`src/rtl/memory_access_controller.sv`:
```
// Burst read/write sequencer in front of a RAM with a separate address register.
// Each beat is a LOAD (address strobe) followed by an ACCESS (write or read strobe).
module memory_access_controller #(
  parameter int SIZE     = 16,
  parameter int MAR_SIZE = 8
) (
  input  logic                clk,
  input  logic                reset,
  input  logic                req,
  input  logic                we,
  input  logic [MAR_SIZE-1:0] addr,
  input  logic [3:0]          len,
  input  logic [SIZE-1:0]     wdata,
  output logic                ready,
  output logic                wdata_take,
  output logic [SIZE-1:0]     rdata,
  output logic                rvalid,
  output logic                done,
  output logic [MAR_SIZE-1:0] mem_address,
  output logic                mem_set_address,
  output logic                mem_set,
  output logic                mem_enable,
  output logic [SIZE-1:0]     mem_data_in,
  input  logic [SIZE-1:0]     mem_data_out
);

  // state  | meaning
  // IDLE   | ready for a request; burst parameters latched on req
  // LOAD   | drive cur_addr into the RAM address register
  // ACCESS | write strobe (we) or read enable (!we) for the current beat
  // DONE   | one-cycle done pulse, back to IDLE
  typedef enum logic [1:0] {IDLE, LOAD, ACCESS, DONE} state_t;

  state_t              state_q;
  logic                we_q;
  logic [MAR_SIZE-1:0] cur_addr_q;
  logic [3:0]          remaining_q;
  logic [SIZE-1:0]     rdata_q;
  logic                rvalid_q;
  logic                done_q;
  logic                ready_q;
  logic                wdata_take_q;
  logic                mem_set_address_q;
  logic                mem_set_q;
  logic                mem_enable_q;

  // Outputs are registered alongside the state, so req never reaches them combinationally.
  always_ff @(posedge clk or posedge reset) begin
    if (reset) begin
      state_q           <= IDLE;
      we_q              <= 1'b0;
      cur_addr_q        <= '0;
      remaining_q       <= '0;
      rdata_q           <= '0;
      rvalid_q          <= 1'b0;
      done_q            <= 1'b0;
      ready_q           <= 1'b1;
      wdata_take_q      <= 1'b0;
      mem_set_address_q <= 1'b0;
      mem_set_q         <= 1'b0;
      mem_enable_q      <= 1'b0;
    end else begin
      rvalid_q          <= 1'b0;
      done_q            <= 1'b0;
      ready_q           <= 1'b0;
      wdata_take_q      <= 1'b0;
      mem_set_address_q <= 1'b0;
      mem_set_q         <= 1'b0;
      mem_enable_q      <= 1'b0;
      case (state_q)
        IDLE: begin
          if (req) begin
            we_q              <= we;
            cur_addr_q        <= addr;
            remaining_q       <= len;
            mem_set_address_q <= 1'b1;
            state_q           <= LOAD;
          end else begin
            ready_q <= 1'b1;
          end
        end
        LOAD: begin
          state_q <= ACCESS;
          if (we_q) begin
            mem_set_q    <= 1'b1;
            wdata_take_q <= 1'b1;
          end else begin
            mem_enable_q <= 1'b1;
          end
        end
        ACCESS: begin
          if (!we_q) begin
            rdata_q  <= mem_data_out;
            rvalid_q <= 1'b1;
          end
          if (remaining_q == 4'd0) begin
            done_q  <= 1'b1;
            state_q <= DONE;
          end else begin
            remaining_q       <= remaining_q - 4'd1;
            cur_addr_q        <= cur_addr_q + MAR_SIZE'(1);
            mem_set_address_q <= 1'b1;
            state_q           <= LOAD;
          end
        end
        DONE: begin
          ready_q <= 1'b1;
          state_q <= IDLE;
        end
        default: begin
          ready_q <= 1'b1;
          state_q <= IDLE;
        end
      endcase
    end
  end

  assign ready           = ready_q;
  assign wdata_take      = wdata_take_q;
  assign rdata           = rdata_q;
  assign rvalid          = rvalid_q;
  assign done            = done_q;
  assign mem_address     = cur_addr_q;
  assign mem_set_address = mem_set_address_q;
  assign mem_set         = mem_set_q;
  assign mem_enable      = mem_enable_q;
  // wdata is live from the host, so it is gated rather than registered.
  assign mem_data_in     = mem_set_q ? wdata : SIZE'(0);

endmodule

```
`config.mk`:
```
export PLATFORM = sky130hd
export DESIGN_NAME = memory_access_controller
export DESIGN_NICKNAME = d
export VERILOG_FILES = /design/src/rtl/memory_access_controller.sv
export SDC_FILE = /design/constraint.sdc
export NUM_CORES = 1
export LEC_CHECK = 0
export ABC_CLOCK_PERIOD_IN_PS = 3100
export BUFFER_PORTS_ARGS = -buffer_cell sky130_fd_sc_hd__buf_2
export CAP_MARGIN = 25
export CORE_UTILIZATION = 40
export DETAILED_ROUTE_END_ITERATION = 10
export GPL_TIMING_DRIVEN = 0
export PLACE_DENSITY = 0.72
export SLEW_MARGIN = 15
export SYNTH_ARGS = -nofsm -noshare
export SYNTH_HDL_FRONTEND = slang
export SYNTH_SLANG_ARGS = --single-unit
export TNS_END_PERCENT = 30
```
`constraint.sdc`:
```
create_clock -name clk -period 3.1 [get_ports clk]
set_clock_uncertainty 0.05 [all_clocks]
set_input_delay 0.62 -clock clk [delete_from_list [all_inputs] [get_ports clk]]
set_output_delay 0.62 -clock clk [all_outputs]
set_load 0.02 [all_outputs]
```
After elaboration in Yosys (flattened, before gate mapping)
Cells that the tools add are included.
{ "word_totals": {"ff_bits": 37, "out_inout_bits": 47, "wordCells": 47} }
{ "op_classes": {"addsub": 2, "eq_ne": 5, "muxes": 22, "bitwise": 1, "reduce_logical": 6} }
{ "op_table": {"columns": ["cell", "n"], "rows": [
  ["$mux 16", 1],
  ["$mux 8", 2],
  ["$pmux 8 s2", 1],
  ["$mux 1", 10],
  ["$add 8x1->8 const B", 1],
  ["$mux 4", 2],
  ["$pmux 2 s4", 1],
  ["$pmux 4 s2", 1],
  ["$eq 2x2->1 const B", 2],
  ["$logic_not 4->1", 1],
  ["$mux 2", 2],
  ["$ne 2x2->1 const B", 2],
  ["$pmux 1 s2", 2],
  ["$reduce_and 2->1", 2],
  ["$sub 4x1->4 const B", 1],
  ["$reduce_and 3->1", 1],
  ["$eq 2x1->1 const B", 1],
  ["$logic_not 2->1", 1],
  ["$reduce_bool 2->1", 1],
  ["$not 1->1", 1]
]} }

Longest topological paths before layout
Gate-level depths: netlist (run 1).
{ "logic_depth": {"word_depth": 3, "ltp_mapped": 8, "ltp_nobuf": 6} }

Worst setup path before layout (run 1)
No wires, ideal clock.
{ "synth_timing": {"kind": "register to register", "startpoint": "reg state_q[0]", "endpoint": "reg rdata_q[15], in the netlist rdata[15]", "setup_time_ns": 0.125, "arrival_time_ns": 1.568, "required_time_ns": 2.925, "setup_slack_ns": 1.357, "path_stages_with_launch": 8, "synth_period_minus_slack_ns": 1.743, "cell_sequence": "dfrtp_1 inv_1 ha_1 buf_6 inv_1 nor2_4 buf_6 mux2_2"} }
{ "synth_between": {"elab_chain_cells": 2} }
{ "synth_lines": {"columns": ["element", "line_no", "text"], "rows": [
  ["from (decl)", "34", "state_t state_q;"],
  ["from (signal assigned)", "50", "state_q <= IDLE;"],
  ["from (signal assigned)", "77", "state_q <= LOAD;"],
  ["from (signal assigned)", "83", "state_q <= ACCESS;"],
  ["$eq 2x2->1", "70", "case (state_q)"],
  ["$reduce_and 2->1 (no source line)", null, null],
  ["to (signal assigned)", "93", "rdata_q <= mem_data_out;"],
  ["to (decl)", "38", "logic [SIZE-1:0] rdata_q;"]
]} }
No other way between the ends.
A chain may end at the register's enable or synchronous reset.

Worst setup path in the final report (run 1)
{ "layout_timing": {"startpoint": "reg state_q[0]", "endpoint": "reg rdata_q[6], in the netlist rdata[6]"} }
The elaborated chain is that of the path after synthesis.

==> impl_metrics.json, run 1 <==
{
  "status": "completed",
  "synthesis.area_sq_um": 1863,
  "path_clk_slew_ns": 0.07,
  "tightest_slew_ns": 0.4671,
  "place_inst": 312,
  "setup_violations": 0,
  "min_period_over_period": 0.6392,
  "async_reset_ff_frac": 1.000,
  "totalWireLength_microns": 4049,
  "reg2reg_slack_ns": 1.12,
  "fin_setup_tns_ns": 0,
  "required_ns": 3.22,
  "ctsHoldBuffers": 0,
  "synth_edf_count": 0,
  "holdCritPathClass": "input port to async pin",
  "clock_latency_ns": 0.28,
  "row_count": 24,
  "synth_warnings": 0,
  "core_area_sq_um": 4414,
  "criticalPathCategory": "flop to flop",
  "cp-startpoint": "state_q[0]",
  "initialDrtViolationCount": 89,
  "maxCapViolations": 0,
  "vdd_drop_max_uv": 445.5,
  "clock_power_share": 0.147,
  "relSlewSlack": 0.6886,
  "rsz0062_at_grt": "no",
  "clock-sinks": 37,
  "power.density_nw_per_um2": 1071,
  "r2r-end": "rdata[6]",
  "postCtsSetupBuffers": 0,
  "firstDrtPassIters": 4,
  "internal-power_uw": 1562,
  "dp_hpwl_microns": 3067,
  "layout_setup_ws_ns": 1.119,
  "grt_pass1_vias": 1447,
  "pre_cts_slack_ns": 1.126,
  "syn_avg_cell_area_sq_um": 11.29,
  "drt-met1-wl_microns": 1844,
  "wl_per_cell_microns": 12.69,
  "ys_seq_area_frac": 0.4976,
  "total_power_uw": 2710,
  "min_period_ns": 1.981,
  "cts_resized": 0,
  "p_sw_uw": 1148,
  "initial_utilization": 0.4221,
  "nFillCells": 384,
  "nNetsFinal": 321,
  "cp_max_fo": 10,
  "final_cells": 319,
  "clk_path_buf_depth": 2,
  "globalplace.congestion": 0.8004,
  "die_h_microns": 70.25,
  "dr_wl_met3_microns": 248,
  "path_cells": "inv_1, ha_1, buf_6, inv_1, nor2_4, buf_6, mux2_2",
  "numCtsBuffers": 5,
  "cts.htree.levels": 2,
  "swShare": 0.4238,
  "fmax_ghz": 0.5047,
  "crit_path_start_kind": "flop",
  "vias": 1606,
  "combinationalPowerShare": 0.518,
  "diodes": 0,
  "drive_gt1_frac": 0.5019,
  "synth.ff_latch_count": 37,
  "slowest_delay_ns": 0.40,
  "cp-end-kind": "flop",
  "synth_cell_type_count": 39,
  "slew_violations": 0,
  "seqPwrFrac": 0.335,
  "syn_inst": 165,
  "drc": 0,
  "io_buffers": 94,
  "die_x_microns": 70.25,
  "final_antenna_net_count": 0,
  "top_layer": "met4",
  "die_area_sq_um": 4934,
  "grt-ovfl-total": 0,
  "r2r_start": "state_q[0]",
  "antenna_found_initial": 0,
  "synthFlopType": "dfrtp_1",
  "slowest_stage": "dfrtp_1",
  "grt_usage": 0.1671,
  "grt_max_degree": 22,
  "vias_per_cell": 5.034,
  "cts_tree": "built",
  "dr_wl_met2_microns": 1935,
  "arrival_ns": 2.10,
  "rr_worst_depth": 7,
  "syn_nets": 219,
  "grt_pass1_wl_microns": 6534,
  "root_buffer": "clkbuf_8",
  "io_pins": 95,
  "leakagePower_uw": 0.001301,
  "hold_viol": 0,
  "area_growth_syn_to_layout_pct": 35.80
}
-- cell type report --
| type | instances | area [sq um] | share of cell area |
|---|---|---|---|
| Inverter | 8 | 30.03 | 0.01187 |
| Timing Repair Buffer | 95 | 498.0 | 0.1968 |
| Clock buffer | 5 | 68.82 | 0.02720 |
| Clock inverter | 2 | 35.03 | 0.01385 |
| Buffer | 7 | 60.06 | 0.02374 |
| Sequential cell | 37 | 927.1 | 0.3665 |
| Tap cell | 52 | 65.06 | 0.02572 |
| Multi-Input combinational cell | 113 | 845.8 | 0.3343 |
-- registers in the layout, indices dropped and copies added (netlist names) --
signal,count
ready,1
mem_enable,1
done,1
we_q,1
state_q,2
rvalid,1
remaining_q,4
rdata,16
mem_set_address,1
mem_set,1
mem_address,8
-- logic make-up (layout without fill, tap and decap cells) --
group	count (synthesis)	count (layout)	share of synthesized area
DFF	37	37	0.4976
buffers and inverters	15	117	0.04836
adders and majority gates	6	6	0.04029
muxes	22	22	0.1323
AOI/OAI and AO/OA	29	29	0.1061
and+or+nand+nor	56	56	0.1753
-- per-stage QoR --
step | cell area (sq um) | util | hold slack (ns)
3_3_place_gp | 2399 | 0.5434 | 0.4152
5_1_grt | 2530 | 0.5731 | 0.2882
3_5_place_dp | 2426 | 0.5496 | 0.4192
6_report | 2530 | 0.5731 | 0.2637
4_1_cts | 2530 | 0.5731 | 0.2699
2_1_floorplan | 1863 | - | 0.4360
-- cells in the final DEF, fill, tap and decap left out, drive strengths merged, types with 4 or more instances in the layout --
cell type,Yosys,routed
buf,5,100
dfrtp,36,36
mux2,18,18
and2,17,17
nor2,13,13
inv,8,8
o21ai,8,8
a21oi,7,7
clkbuf,2,7
nand2,6,6
ha,6,6
nor3,4,4
o22ai,4,4
mux2i,4,4
-- synthesized netlist by cell type, types with 2 or more instances --
cell | n | share of area
dfrtp_1 | 36 | 0.48
and2_1 | 17 | 0.057
mux2_2 | 17 | 0.10
nor2_1 | 11 | 0.022
inv_1 | 8 | 0.016
o21ai_0 | 7 | 0.019
ha_1 | 6 | 0.040
nand2_1 | 6 | 0.012
a21oi_1 | 5 | 0.013
buf_6 | 4 | 0.024
nor3_1 | 4 | 0.011
o22ai_1 | 4 | 0.013
mux2i_1 | 3 | 0.016
nand3_1 | 3 | 0.0081
o221a_2 | 3 | 0.018
a21oi_2 | 2 | 0.0094
and3_1 | 2 | 0.0067
clkbuf_1 | 2 | 0.0040
nand2b_1 | 2 | 0.0067
nor2_4 | 2 | 0.012
nor2b_1 | 2 | 0.0067
nor3b_1 | 2 | 0.0081
-- layer usage --
metal  GRT usage  vias up
met5           0        -
li1            -      785
met4     0.04000        0
met1      0.2167      754
met3     0.04762        4
met2      0.2751       63
-- how the worst max path moves through the flow --
stage	to	slack, ns	cells after the start
3_3_place_gp	mem_address[0]	1.08	2
3_5_place_dp	rdata[5]	1.13	7
6_report	rdata[6]	1.12	7
2_1_floorplan	rdata[15]	1.36	7
4_1_cts	mem_data_in[13]	1.09	3
5_1_grt	mem_data_in[9]	0.95	3
-- critical path: cells and delay by family, from the launching register on --
| kind | cells | cell delay [ns] |
|---|---|---|
| buf+inv | 4 | 0.61 |
| mux | 1 | 0.34 |
| simple gates | 1 | 0.26 |
| flops | 1 | 0.40 |
| fa+ha+maj | 1 | 0.20 |
-- power groups by stage --
stage,logic (uW),registers (uW),clock network (uW)
floorplan,780,1120,0
global placement,1380,900,0
detailed placement,1410,915,0
CTS,1410,905,408
global route,1530,943,427
finish,1400,907,399
Power figures use the tool's default switching activity.
==> run 2, diff against run 1 <==
ABC_CLOCK_PERIOD_IN_PS = 1800   (was 3100)
PLACE_DENSITY = 0.75   (was 0.72)
clock period = 1.8 ns   (was 3.1 ns; I/O delays follow)
==> run 2 against run 1 <==
  * The run now ends with negative setup slack left
  * Die area is the same
  * Non-clock buffer count rose by 9
  * Fmax rose by 10%
  * First-iteration DRC count decreased by 26%
  * Routed wire length increased by 7.2%
  * Clock power up 52%
  * Worst setup slack got worse by 1.1 ns
  * Utilization rose by 3.6 points
  * Largest power group unchanged
==> impl_metrics.json, run 2 (synthesis gave the netlist of run 1 again) <==
{
  "wl_per_cell_microns": 13.19,
  "rsz0062_at_grt": "yes",
  "die_h_microns": 70.25,
  "arrival_ns": 1.92,
  "holdCritPathClass": "input port to async pin",
  "die_area_sq_um": 4934,
  "r2r_start": "state_q[0]",
  "fmax_ghz": 0.5555,
  "row_count": 24,
  "criticalPathCategory": "flop to flop",
  "relSlewSlack": 0.4972,
  "initialDrtViolationCount": 66,
  "diodes": 0,
  "io_buffers": 94,
  "layout_setup_ws_ns": -0.0001921,
  "rr_worst_depth": 7,
  "nNetsFinal": 330,
  "drive_gt1_frac": 0.5523,
  "cts.htree.levels": 2,
  "tightest_slew_ns": 0.7531,
  "clk_path_buf_depth": 2,
  "grt_usage": 0.1709,
  "root_buffer": "clkbuf_8",
  "final_antenna_net_count": 0,
  "required_ns": 1.92,
  "io_pins": 95,
  "largest_reg_flops": 16,
  "reg2reg_slack_ns": -0.0002,
  "numCtsBuffers": 5,
  "drc": 0,
  "grt_pass1_vias": 1514,
  "power.density_nw_per_um2": 1863,
  "min_period_ns": 1.800,
  "grt_pass1_wl_microns": 6672,
  "firstDrtPassIters": 4,
  "status": "finished, violations left",
  "totalWireLength_microns": 4341,
  "setup_violations": 1,
  "fin_setup_tns_ns": -0.0001921,
  "area_growth_syn_to_layout_pct": 44.33,
  "path_clk_slew_ns": 0.08,
  "initial_utilization": 0.4221,
  "slowest_stage": "dfrtp_1",
  "critPathMostFrequentCell": "buf_6",
  "violations": "negative setup slack",
  "cp-end-kind": "flop",
  "path_cells": "inv_2, ha_4, buf_6, clkinvlp_4, nor2_4, buf_6, mux2_2",
  "grt-ovfl-total": 0,
  "die_x_microns": 70.25,
  "ctsHoldBuffers": 0,
  "pre_cts_slack_ns": -0.1855,
  "hold_viol": 0,
  "cts_tree": "built",
  "layout_common_cells": "94 x buf_2, 35 x dfrtp_1, 17 x and2_1, 11 x mux2_4, 11 x nor2_1",
  "clock_latency_ns": 0.29,
  "leakagePower_uw": 0.001380,
  "core_area_sq_um": 4414,
  "dp_hpwl_microns": 3158,
  "path_buf_inv": 4,
  "crit_family": "buffers and inverters",
  "maxCapViolations": 0,
  "vias_per_cell": 4.957,
  "min_period_over_period": 1.000,
  "antenna_found_initial": 0,
  "clock-sinks": 37,
  "vdd_drop_max_uv": 709.3,
  "cp_max_fo": 6,
  "r2r-end": "rdata[10]",
  "slowest_delay_ns": 0.40,
  "vias": 1631,
  "crit_path_start_kind": "flop",
  "final_common_cell": "buf_2",
  "globalplace.congestion": 0.8407,
  "grt_max_degree": 38,
  "slew_violations": 0
}
==> run 2: cell types whose count changed in the layout (fill, tap and decap cells not counted), sizes merged <==
cell,delta
bufinv,-1
clkinvlp,+1
clkbuf,+1
buf,+9
clkinv,+1
inv,-1
==> run 2: timing repair <==
item	4_1_cts	5_1_grt
endpoints found under the setup margin	28	34
cloned	0	1
setup buffers	3	6
resized for setup	3	23
pin swaps	1	2
==> run 2: report_power, final <==
part           internal, uW  leakage [uW]  total [uW]  switching, uW
clock                   310     0.0000512         605            295
combinational          1340      0.000888        2830           1500
sequential             1240      0.000441        1570            331
==> run 2: through the flow <==
step / instance area [sq um] / hold WS (ns) / std cells / util / total power, uW
2_1_floorplan: 1863 / 0.4360 / 165 / - / 3267
3_3_place_gp: 2399 / 0.4208 / 311 / 0.5434 / 3941
3_5_place_dp: 2399 / 0.4291 / 311 / 0.5434 / 4012
4_1_cts: 2529 / 0.1761 / 322 / 0.5728 / 4680
5_1_grt: 2689 / 0.2183 / 329 / 0.6091 / 5343
6_report: 2689 / 0.1467 / 329 / 0.6091 / 5011
==> run 2: area by class of cell <==
| cell class | instances | area (sq um) |
|---|---|---|
| fillers | 384 | 1725 |
| plain buffers | 7 | 60.06 |
| clock inverters | 2 | 13.76 |
| inverters | 8 | 33.78 |
| multi-input cells | 113 | 935.9 |
| flip-flops and latches | 37 | 928.4 |
| clock buffers | 6 | 82.58 |
| well taps | 52 | 65.06 |
| repair buffers | 104 | 569.3 |
==> run 2: worst max-delay path by stage <==
stage	start	endpoint	depth (start not counted)
6_report	state_q[0]	rdata[10]	7
5_1_grt	state_q[0]	rdata[12]	7
4_1_cts	state_q[0]	rdata[9]	7
3_5_place_dp	state_q[0]	rdata[9]	7
3_3_place_gp	state_q[0]	rdata[7]	7
2_1_floorplan	state_q[0]	rdata[15]	7
==> run 2: worst reg2reg max path: stages, from the launching register on <==
cell and delay (ns):
dfrtp_1 0.40, inv_2 0.12, ha_4 0.15, buf_6 0.13, clkinvlp_4 0.13, nor2_4 0.23, buf_6 0.15, mux2_2 0.33
==> run 2: routing by layer <==
metal / track usage / wire [microns] / vias up
li1: - / - / 801
met1: 0.1843 / 1859 / 762
met2: 0.3206 / 2178 / 63
met3: 0.05628 / 268 / 5
met4: 0.03556 / 35 / 0
met5: 0 / 0 / -
